$ cat config.mk
export PLATFORM = sky130hd
export DESIGN_NAME = operand_fetch
export DESIGN_NICKNAME = d
export VERILOG_FILES = /design/src/rtl/operand_fetch_pkg.sv /design/src/rtl/operand_fetch_reg_scoreboard.sv /design/src/rtl/operand_fetch.sv
export SDC_FILE = /design/constraint.sdc
export NUM_CORES = 1
export LEC_CHECK = 0
export CAP_MARGIN = 40
export CORE_AREA = 2 2 102 104
export DETAILED_ROUTE_END_ITERATION = 10
export DIE_AREA = 0 0 104 106
export PLACE_DENSITY = 0.84
export SETUP_SLACK_MARGIN = 0.3
export SYNTH_ARGS = -nofsm -noshare
export SYNTH_HDL_FRONTEND = slang
export SYNTH_SLANG_ARGS = --single-unit
$ cat constraint.sdc
create_clock -name i_clk -period 2.8 [get_ports i_clk]
set_clock_uncertainty 0.05 [all_clocks]
set_input_delay 0.28 -clock i_clk [delete_from_list [all_inputs] [get_ports i_clk]]
set_output_delay 0.28 -clock i_clk [all_outputs]
set_load 0.03 [all_outputs]
$ cat src/rtl/operand_fetch_pkg.sv
// rtl/operand_fetch_pkg.sv - shared register-file geometry for the operand fetch stage
package operand_fetch_pkg;

  localparam int NUM_REGS   = 4;
  localparam int DATA_WIDTH = 36;
  localparam int OP_WIDTH   = 6;
  localparam int ADDR_WIDTH = $clog2(NUM_REGS);

endpackage

$ cat src/rtl/operand_fetch_reg_scoreboard.sv
// rtl/operand_fetch_reg_scoreboard.sv - per-register busy bits awaiting writeback
module reg_scoreboard
  import operand_fetch_pkg::*;
(
  input  logic                  i_clk,
  input  logic                  i_rst_n,
  input  logic                  i_set_en,
  input  logic [ADDR_WIDTH-1:0] i_set_idx,
  input  logic                  i_clr_en,
  input  logic [ADDR_WIDTH-1:0] i_clr_idx,
  input  logic                  i_flush_clr_en,
  input  logic [ADDR_WIDTH-1:0] i_flush_clr_idx,
  input  logic [ADDR_WIDTH-1:0] i_rd_idx_a,
  input  logic [ADDR_WIDTH-1:0] i_rd_idx_b,
  input  logic [ADDR_WIDTH-1:0] i_rd_idx_c,
  output logic                  o_busy_a,
  output logic                  o_busy_b,
  output logic                  o_busy_c
);

  logic [NUM_REGS-1:0] busy_q;
  logic [NUM_REGS-1:0] busy_d;

  // Set is applied last so a new producer wins over a same-edge clear.
  always_comb begin
    busy_d = busy_q;
    if (i_clr_en)       busy_d[i_clr_idx]       = 1'b0;
    if (i_flush_clr_en) busy_d[i_flush_clr_idx] = 1'b0;
    if (i_set_en)       busy_d[i_set_idx]       = 1'b1;
  end

  always_ff @(posedge i_clk or negedge i_rst_n) begin
    if (!i_rst_n) busy_q <= '0;
    else          busy_q <= busy_d;
  end

  assign o_busy_a = busy_q[i_rd_idx_a];
  assign o_busy_b = busy_q[i_rd_idx_b];
  assign o_busy_c = busy_q[i_rd_idx_c];

endmodule

$ cat src/rtl/operand_fetch.sv
// rtl/operand_fetch.sv - register-read stage with busy scoreboard; OPERAND_FETCH_BYPASS_EN adds wb bypass
module operand_fetch
  import operand_fetch_pkg::*;
(
  input  logic                  i_clk,
  input  logic                  i_rst_n,
  input  logic                  i_flush,
  input  logic                  i_dec_valid,
  output logic                  o_dec_ready,
  input  logic [OP_WIDTH-1:0]   i_dec_op,
  input  logic [ADDR_WIDTH-1:0] i_dec_rs1,
  input  logic [ADDR_WIDTH-1:0] i_dec_rs2,
  input  logic                  i_dec_use_rs1,
  input  logic                  i_dec_use_rs2,
  input  logic [ADDR_WIDTH-1:0] i_dec_rd,
  input  logic                  i_dec_wr_rd,
  output logic [ADDR_WIDTH-1:0] o_rf_rs1,
  output logic [ADDR_WIDTH-1:0] o_rf_rs2,
  input  logic [DATA_WIDTH-1:0] i_rf_rs1_data,
  input  logic [DATA_WIDTH-1:0] i_rf_rs2_data,
  input  logic                  i_wb_valid,
  input  logic [ADDR_WIDTH-1:0] i_wb_rd,
  input  logic [DATA_WIDTH-1:0] i_wb_data,
  output logic                  o_ex_valid,
  input  logic                  i_ex_ready,
  output logic [OP_WIDTH-1:0]   o_ex_op,
  output logic [DATA_WIDTH-1:0] o_ex_rs1_data,
  output logic [DATA_WIDTH-1:0] o_ex_rs2_data,
  output logic [ADDR_WIDTH-1:0] o_ex_rd,
  output logic                  o_ex_wr_rd
);

  logic                  ex_valid_q, ex_valid_d;
  logic [OP_WIDTH-1:0]   ex_op_q,    ex_op_d;
  logic [DATA_WIDTH-1:0] ex_rs1_q,   ex_rs1_d;
  logic [DATA_WIDTH-1:0] ex_rs2_q,   ex_rs2_d;
  logic [ADDR_WIDTH-1:0] ex_rd_q,    ex_rd_d;
  logic                  ex_wr_q,    ex_wr_d;

  logic busy_rs1, busy_rs2, busy_rd;
  logic busy_eff_rs1, busy_eff_rs2, busy_eff_rd;
  logic [DATA_WIDTH-1:0] rs1_val, rs2_val;
  logic hazard, accept;

  assign o_rf_rs1 = i_dec_rs1;
  assign o_rf_rs2 = i_dec_rs2;

`ifdef OPERAND_FETCH_BYPASS_EN
  logic byp_rs1, byp_rs2, byp_rd;
  assign byp_rs1      = i_wb_valid & (i_wb_rd == i_dec_rs1);
  assign byp_rs2      = i_wb_valid & (i_wb_rd == i_dec_rs2);
  assign byp_rd       = i_wb_valid & (i_wb_rd == i_dec_rd);
  assign busy_eff_rs1 = busy_rs1 & ~byp_rs1;
  assign busy_eff_rs2 = busy_rs2 & ~byp_rs2;
  assign busy_eff_rd  = busy_rd  & ~byp_rd;
  assign rs1_val      = byp_rs1 ? i_wb_data : i_rf_rs1_data;
  assign rs2_val      = byp_rs2 ? i_wb_data : i_rf_rs2_data;
`else
  logic unused_wb_data;
  assign unused_wb_data = ^i_wb_data;
  assign busy_eff_rs1   = busy_rs1;
  assign busy_eff_rs2   = busy_rs2;
  assign busy_eff_rd    = busy_rd;
  assign rs1_val        = i_rf_rs1_data;
  assign rs2_val        = i_rf_rs2_data;
`endif

  // WAW is stalled too: a second writer would lose its busy mark on the first writeback.
  assign hazard = (i_dec_use_rs1 & busy_eff_rs1) |
                  (i_dec_use_rs2 & busy_eff_rs2) |
                  (i_dec_wr_rd   & busy_eff_rd);

  assign o_dec_ready = ~hazard & ~i_flush & (~ex_valid_q | i_ex_ready);
  assign accept      = i_dec_valid & o_dec_ready;

  reg_scoreboard u_sb (
    .i_clk           (i_clk),
    .i_rst_n         (i_rst_n),
    .i_set_en        (accept & i_dec_wr_rd),
    .i_set_idx       (i_dec_rd),
    .i_clr_en        (i_wb_valid),
    .i_clr_idx       (i_wb_rd),
    .i_flush_clr_en  (i_flush & ex_valid_q & ex_wr_q),
    .i_flush_clr_idx (ex_rd_q),
    .i_rd_idx_a      (i_dec_rs1),
    .i_rd_idx_b      (i_dec_rs2),
    .i_rd_idx_c      (i_dec_rd),
    .o_busy_a        (busy_rs1),
    .o_busy_b        (busy_rs2),
    .o_busy_c        (busy_rd)
  );

  always_comb begin
    ex_valid_d = ex_valid_q;
    ex_op_d    = ex_op_q;
    ex_rs1_d   = ex_rs1_q;
    ex_rs2_d   = ex_rs2_q;
    ex_rd_d    = ex_rd_q;
    ex_wr_d    = ex_wr_q;
    if (i_flush) begin
      ex_valid_d = 1'b0;
    end else if (accept) begin
      ex_valid_d = 1'b1;
      ex_op_d    = i_dec_op;
      ex_rs1_d   = rs1_val;
      ex_rs2_d   = rs2_val;
      ex_rd_d    = i_dec_rd;
      ex_wr_d    = i_dec_wr_rd;
    end else if (i_ex_ready) begin
      ex_valid_d = 1'b0;
    end
  end

  always_ff @(posedge i_clk or negedge i_rst_n) begin
    if (!i_rst_n) begin
      ex_valid_q <= 1'b0;
      ex_op_q    <= '0;
      ex_rs1_q   <= '0;
      ex_rs2_q   <= '0;
      ex_rd_q    <= '0;
      ex_wr_q    <= 1'b0;
    end else begin
      ex_valid_q <= ex_valid_d;
      ex_op_q    <= ex_op_d;
      ex_rs1_q   <= ex_rs1_d;
      ex_rs2_q   <= ex_rs2_d;
      ex_rd_q    <= ex_rd_d;
      ex_wr_q    <= ex_wr_d;
    end
  end

  assign o_ex_valid    = ex_valid_q;
  assign o_ex_op       = ex_op_q;
  assign o_ex_rs1_data = ex_rs1_q;
  assign o_ex_rs2_data = ex_rs2_q;
  assign o_ex_rd       = ex_rd_q;
  assign o_ex_wr_rd    = ex_wr_q;

endmodule

# Yosys cells after proc, flatten, opt, wreduce, memory -nomap -nowiden
# Cells that the tools add are included.
[op_classes]
magnitude_cmp = 8
n_mux = 18
n_reduce_logical = 5
bitwise = 20
[ops]
columns = ["operator", "n"]
rows = [
  ["< comparator 2 x 3 -> 1 bit (second input constant)", 5],
  ["2-to-1 mux 4 bit", 3],
  ["AND 1 bit", 9],
  ["2-to-1 mux 1 bit", 9],
  ["AND 4 bit", 2],
  ["NOT 4 bit", 2],
  ["binary-select mux 1 bit (select 2 bit)", 3],
  ["demux 1 bit (select 2 bit)", 3],
  [">= comparator 2 x 1 -> 1 bit (second input constant)", 3],
  ["bitwise OR 4 bit", 1],
  ["logical AND 1 bit", 3],
  ["NOT 1 bit", 3],
  ["bitwise OR 1 bit", 3],
  ["nonzero test 3 bit", 1],
  ["AND reduction 2 bit", 1],
]
[word_totals]
reg_bits = 86
output_inout_bits = 87

# Logic depth before layout (Yosys ltp)
[depth]
depth_word = 11
ltp_mapped = 8
depth_no_buf = 4

# Modules after synthesis
# A second synthesis with hierarchy kept.
[hier_totals]
cells_unflattened = 207
hier_area_um2 = 3802.4
[by_module_without_submodules]
columns = ["mod", "instances", "area_per_inst_um2", "cells_each"]
rows = [
  ["operand_fetch", 1, 3515.9, 184],
  ["reg_scoreboard", 1, 286.5, 23],
]

# Worst setup path before layout
# Ideal clock, no wire load.
[synth_path]
path_type = "register to register"
start = "register u_sb.busy_q[3]"
end = "register ex_rs1_q[0], in the netlist o_ex_rs1_data[0]"
t_arrival_ns = 2.067
setup_slack_ns = 0.555
path_stages_with_launch = 8
period_less_slack_ns = 2.245
path_cell_list = "dfrtp_1 > mux4_2 > a22o_1 > nor4bb_1 > buf_2 > buf_12 > buf_6 > mux2_1"
[synth_via]
elab_chain_cells = 10
[synth_rtl]
columns = ["element", "line", "rtl"]
rows = [
  ["from (decl)", "operand_fetch_reg_scoreboard.sv:21", "logic [NUM_REGS-1:0] busy_q;"],
  ["from (signal assigned)", "operand_fetch_reg_scoreboard.sv:34", "else busy_q <= busy_d;"],
  ["binary-select mux 1 bit (select 2 bit), on equally long branches", "operand_fetch_reg_scoreboard.sv:37, operand_fetch_reg_scoreboard.sv:38", ""],
  ["2-to-1 mux 1 bit, on equally long branches", "operand_fetch_reg_scoreboard.sv:37, operand_fetch_reg_scoreboard.sv:38", ""],
  ["AND 1 bit, on equally long branches", "operand_fetch.sv:69, operand_fetch.sv:70", ""],
  ["bitwise OR 1 bit", "operand_fetch.sv:69", "assign hazard = (i_dec_use_rs1 & busy_eff_rs1) |"],
  ["bitwise OR 1 bit *", "operand_fetch.sv:70", "(i_dec_use_rs2 & busy_eff_rs2) |"],
  ["NOT 1 bit *", "operand_fetch.sv:73", "assign o_dec_ready = ~hazard & ~i_flush & (~ex_valid_q | i_ex_ready);"],
  ["AND 1 bit * (2 in a row)", "operand_fetch.sv:73", ""],
  ["AND 1 bit *", "operand_fetch.sv:74", "assign accept = i_dec_valid & o_dec_ready;"],
  ["AND reduction 2 bit (no line) *", "-", ""],
  ["to (signal assigned)", "operand_fetch.sv:125", "ex_rs1_q <= ex_rs1_d;"],
  ["to (decl)", "operand_fetch.sv:35", "logic [DATA_WIDTH-1:0] ex_rs1_q, ex_rs1_d;"],
]
# Every way passes the cells marked *; elsewhere a longest branch is shown, timed or not. The select of a mux whose other input is x is not followed.
# A chain may end at the register's enable or synchronous reset.

# Worst setup path in the final report
[layout_path]
start = "input port i_dec_rs2[0]"
end = "register ex_rs1_q[8], in the netlist o_ex_rs1_data[8]"
[layout_via]
elab_chain_cells = 10
[layout_rtl]
columns = ["element", "line", "rtl"]
rows = [
  ["from (decl)", "operand_fetch.sv:12", "input logic [ADDR_WIDTH-1:0] i_dec_rs2,"],
  ["binary-select mux 1 bit (select 2 bit)", "operand_fetch_reg_scoreboard.sv:38", "assign o_busy_b = busy_q[i_rd_idx_b];"],
  ["2-to-1 mux 1 bit (not written as such)", "operand_fetch_reg_scoreboard.sv:38", ""],
  ["AND 1 bit", "operand_fetch.sv:70", ""],
  ["bitwise OR 1 bit", "operand_fetch.sv:69", ""],
  ["bitwise OR 1 bit", "operand_fetch.sv:70", ""],
  ["NOT 1 bit", "operand_fetch.sv:73", ""],
  ["AND 1 bit (2 in a row)", "operand_fetch.sv:73", ""],
  ["AND 1 bit", "operand_fetch.sv:74", ""],
  ["AND reduction 2 bit (no line)", "-", ""],
]
# No other way between the ends. The select of a mux whose other input is x is not followed.

==> flow_metrics.tcl <==
set metrics [dict create \
    status "finished, final reports clean" \
    diodes 0 \
    synth_flop_cell "dfrtp_1" \
    async_reset_ff_share_pct 100.0 \
    setup_viol 0 \
    fin_hold_ws_ps 438.3 \
    power_frac_comb_pct 47.4 \
    synthMuxAreaShare_pct 30.38 \
    whs_path_depth 1 \
    row_count 37 \
    crit_end "o_ex_rs1_data[8]" \
    synth.distinct_cells 28 \
    p_int_w 0.003246 \
    grt_max_degree 48 \
    timing.fmax_ghz 0.4067 \
    grt_pass1_vias 2723 \
    seqCellArea_sq_mm 0.002152 \
    final_common_cell "clkdlybuf4s50_1" \
    grt.busiest_layer "met2" \
    synth_xor_area_share_pct 0 \
    synth-seq-cells 86 \
    tightest_slew_ps 607.9 \
    peakVddDrop_mv 0.4698 \
    path_max_fanout 12 \
    clock_latency_ps 340 \
    post_cts_buffers 0 \
    syn-num-nets 346 \
    root_buffer "clkbuf_8" \
    grt_use_met3_pct 4.966 \
    hold_viol_final 0 \
    max_cap_viol_count 0 \
    dr.first_iter.drc_count 47 \
    grt_overflow_total 0 \
    core_area_sq_mm 0.01000 \
    grt_pass1_wl_mm 14.19 \
    reg2reg_slack_ps 390 \
    crit_start "i_dec_rs2[0]" \
    finalCritPeriodShare_pct 87.81 \
    die_h_microns 106 \
    rsz0062_at_grt "true" \
    nNetsFinal 539 \
    syn_to_final_growth_pct 61.99 \
    cp_num_buf_inv 3 \
    clk_pin_slew_worst_paths_ps 80 \
    dpl.hpwl_mm 6.668 \
    relSlewSlack_pct 59.47 \
    worstPathRequired_ps 2980 \
    detail_route.wl_per_cell_microns 16.10 \
    synthAdderAreaFrac_pct 0 \
    num_vias 2520 \
    clkSinkCount 86 \
    multi_input_area_sq_mm 0.001281 \
    final_cells 548 \
    synth_simple_gate_area_share_pct 2.265 \
    netlist_instances 215 \
    cellPowerDensity_mw_per_mm2 874.1 \
    routed_wl_mm 8.825 \
    synth_compound_area_share_pct 2.613 \
    syn-cell-area_sq_mm 0.003591 \
    io_buffers 181 \
    arrival_ps 2640 \
    crit_type "in -> reg" \
    final.setup.tns_ps 0 \
    post_cts_resized 0 \
    clkPwrFrac_pct 16.2 \
    clockBufferDepth 2 \
    setup_slack_ps 341.3 \
    fin_crit_ps 2459 \
    worstPathCellList "clkdlybuf4s50_1 -> mux4_2 -> a22o_1 -> nor4bb_4 -> buf_4 -> buf_12 -> mux2_2" \
    cts_htree_levels 3 \
    grtUsageMet1_pct 20.10 \
    path_delay_family "buffers and inverters" \
    power_switching_w 0.001839 \
    startpoint_type "input port" \
    yosysWarnings 0 \
    reg2reg_depth 6 \
    dr.pass1.iters 4 \
    die_width_microns 104 \
    r2r_end "o_ex_rs1_data[8]" \
    grt_use_total_pct 16.31 \
    switching_share_pct 36.17 \
    drc_errors 0 \
    seq_area_frac_synth_pct 59.93 \
    vias_per_cell 4.599 \
    cpMaxStageDelayCell "clkdlybuf4s50_1" \
    crit_cells 7 \
    dieArea_sq_mm 0.01102 \
    antenna_found_initial 0 \
    holdCritPathClass "reg -> reg" \
    seq_power_share_pct 36.4 \
    io-pin-count 218 \
    met2_usage_pct 26.97 \
    final_cell_mix "clkdlybuf4s50_1, dfrtp_1, mux2_2" \
    r2r-start "u_sb.busy_q[3]" \
    synth_edf_count 0 \
    cts_tree "done" \
    drv_slew 0 \
    ant_nets 0 \
    end_kind "flop" \
    numCtsBuffers 9 \
    p_leak_nw 2.446 \
    drive_gt1_share_pct 27.43 \
    start_util_pct 35.91 \
    dp_cells 531 \
    routabilityCongestion 0.8047 \
    synth_top_family_by_area "multiplexers" \
    fill_cells 827 \
    max_stage_delay_ps 510 \
    dp_slack_ps -43.64 \
    avgSynthCellArea_sq_um 16.70 \
]
## flip-flops by register name (all words and copies together) (netlist names)
| name | count |
|---|---|
| u_sb.busy_q | 4 |
| o_ex_wr_rd | 1 |
| o_ex_rd | 2 |
| o_ex_rs2_data | 36 |
| o_ex_op | 6 |
| o_ex_rs1_data | 36 |
| o_ex_valid | 1 |
## per-layer routing
layer  wire, microns  vias to the layer above
met2            4339                      117
met5               0                        -
met4             156                        0
li1                -                     1148
met3             608                       14
met1            3721                     1241
## worst min path at each step
stage / slack, ps / to / start
2_1_floorplan: -70 / o_ex_op[0] / i_rst_n
3_3_place_gp: 420 / o_ex_rs2_data[33] / o_ex_rs2_data[33]
3_5_place_dp: 280 / o_ex_rs2_data[13] / i_rst_n
4_1_cts: 440 / o_ex_rs2_data[30] / i_rst_n
5_1_grt: 470 / o_ex_rs1_data[18] / i_rf_rs1_data[18]
6_report: 440 / o_ex_rs2_data[33] / o_ex_rs2_data[33]
## cell families (layout without fill, tap and decap cells)
family | count (synthesis) | in the layout
buf+inv | 18 | 215
mux | 85 | 85
compound gates | 11 | 11
simple gates | 15 | 15
flops | 86 | 86
## synthesized netlist by cell type (2+ instances only)
master	count	area, sq um
nor2_1	3	11.26
mux2_4	30	450.4
dfrtp_1	86	2152
buf_4	8	60.06
inv_1	3	11.26
o2bb2ai_1	2	17.52
nand2_1	4	15.01
o21ai_0	2	10.01
a31o_2	2	17.52
buf_12	4	80.08
mux2_2	47	529.3
mux2_1	5	56.30
nor3b_1	2	15.01
nor2b_1	2	12.51
mux4_2	2	45.04
## area by class of cell
cell class              count  area share (%)
repair buffers            197           34.76
flip-flops and latches     86           37.00
clock inverters             4          0.8389
multi-input cells         111           22.03
clock buffers              11           2.259
well taps                 136           2.925
inverters                   3          0.1936
## repair_timing
item,4_1_cts,5_1_grt
endpoints found under the hold margin,46,0
setup endpoints to repair,0,31
hold buffers,1,0
## power by group through the flow
stage	logic [W]	registers, W	clock network (W)
finish	0.00241	0.00185	0.000821
global placement	0.00238	0.00185	0
global route	0.00251	0.00191	0.000906
CTS	0.00243	0.00186	0.000857
floorplan	0.000575	0.00262	0
detailed placement	0.00242	0.00188	0
## stage by stage
stage	power (W)	utilization, %	instance area [sq um]
3_3_place_gp	0.004227	55.82	5582
2_1_floorplan	0.003195	-	3591
6_report	0.005085	58.17	5817
4_1_cts	0.005139	57.92	5792
5_1_grt	0.005324	58.17	5817
3_5_place_dp	0.004291	56.02	5602
(Power assumes the default switching activity.)
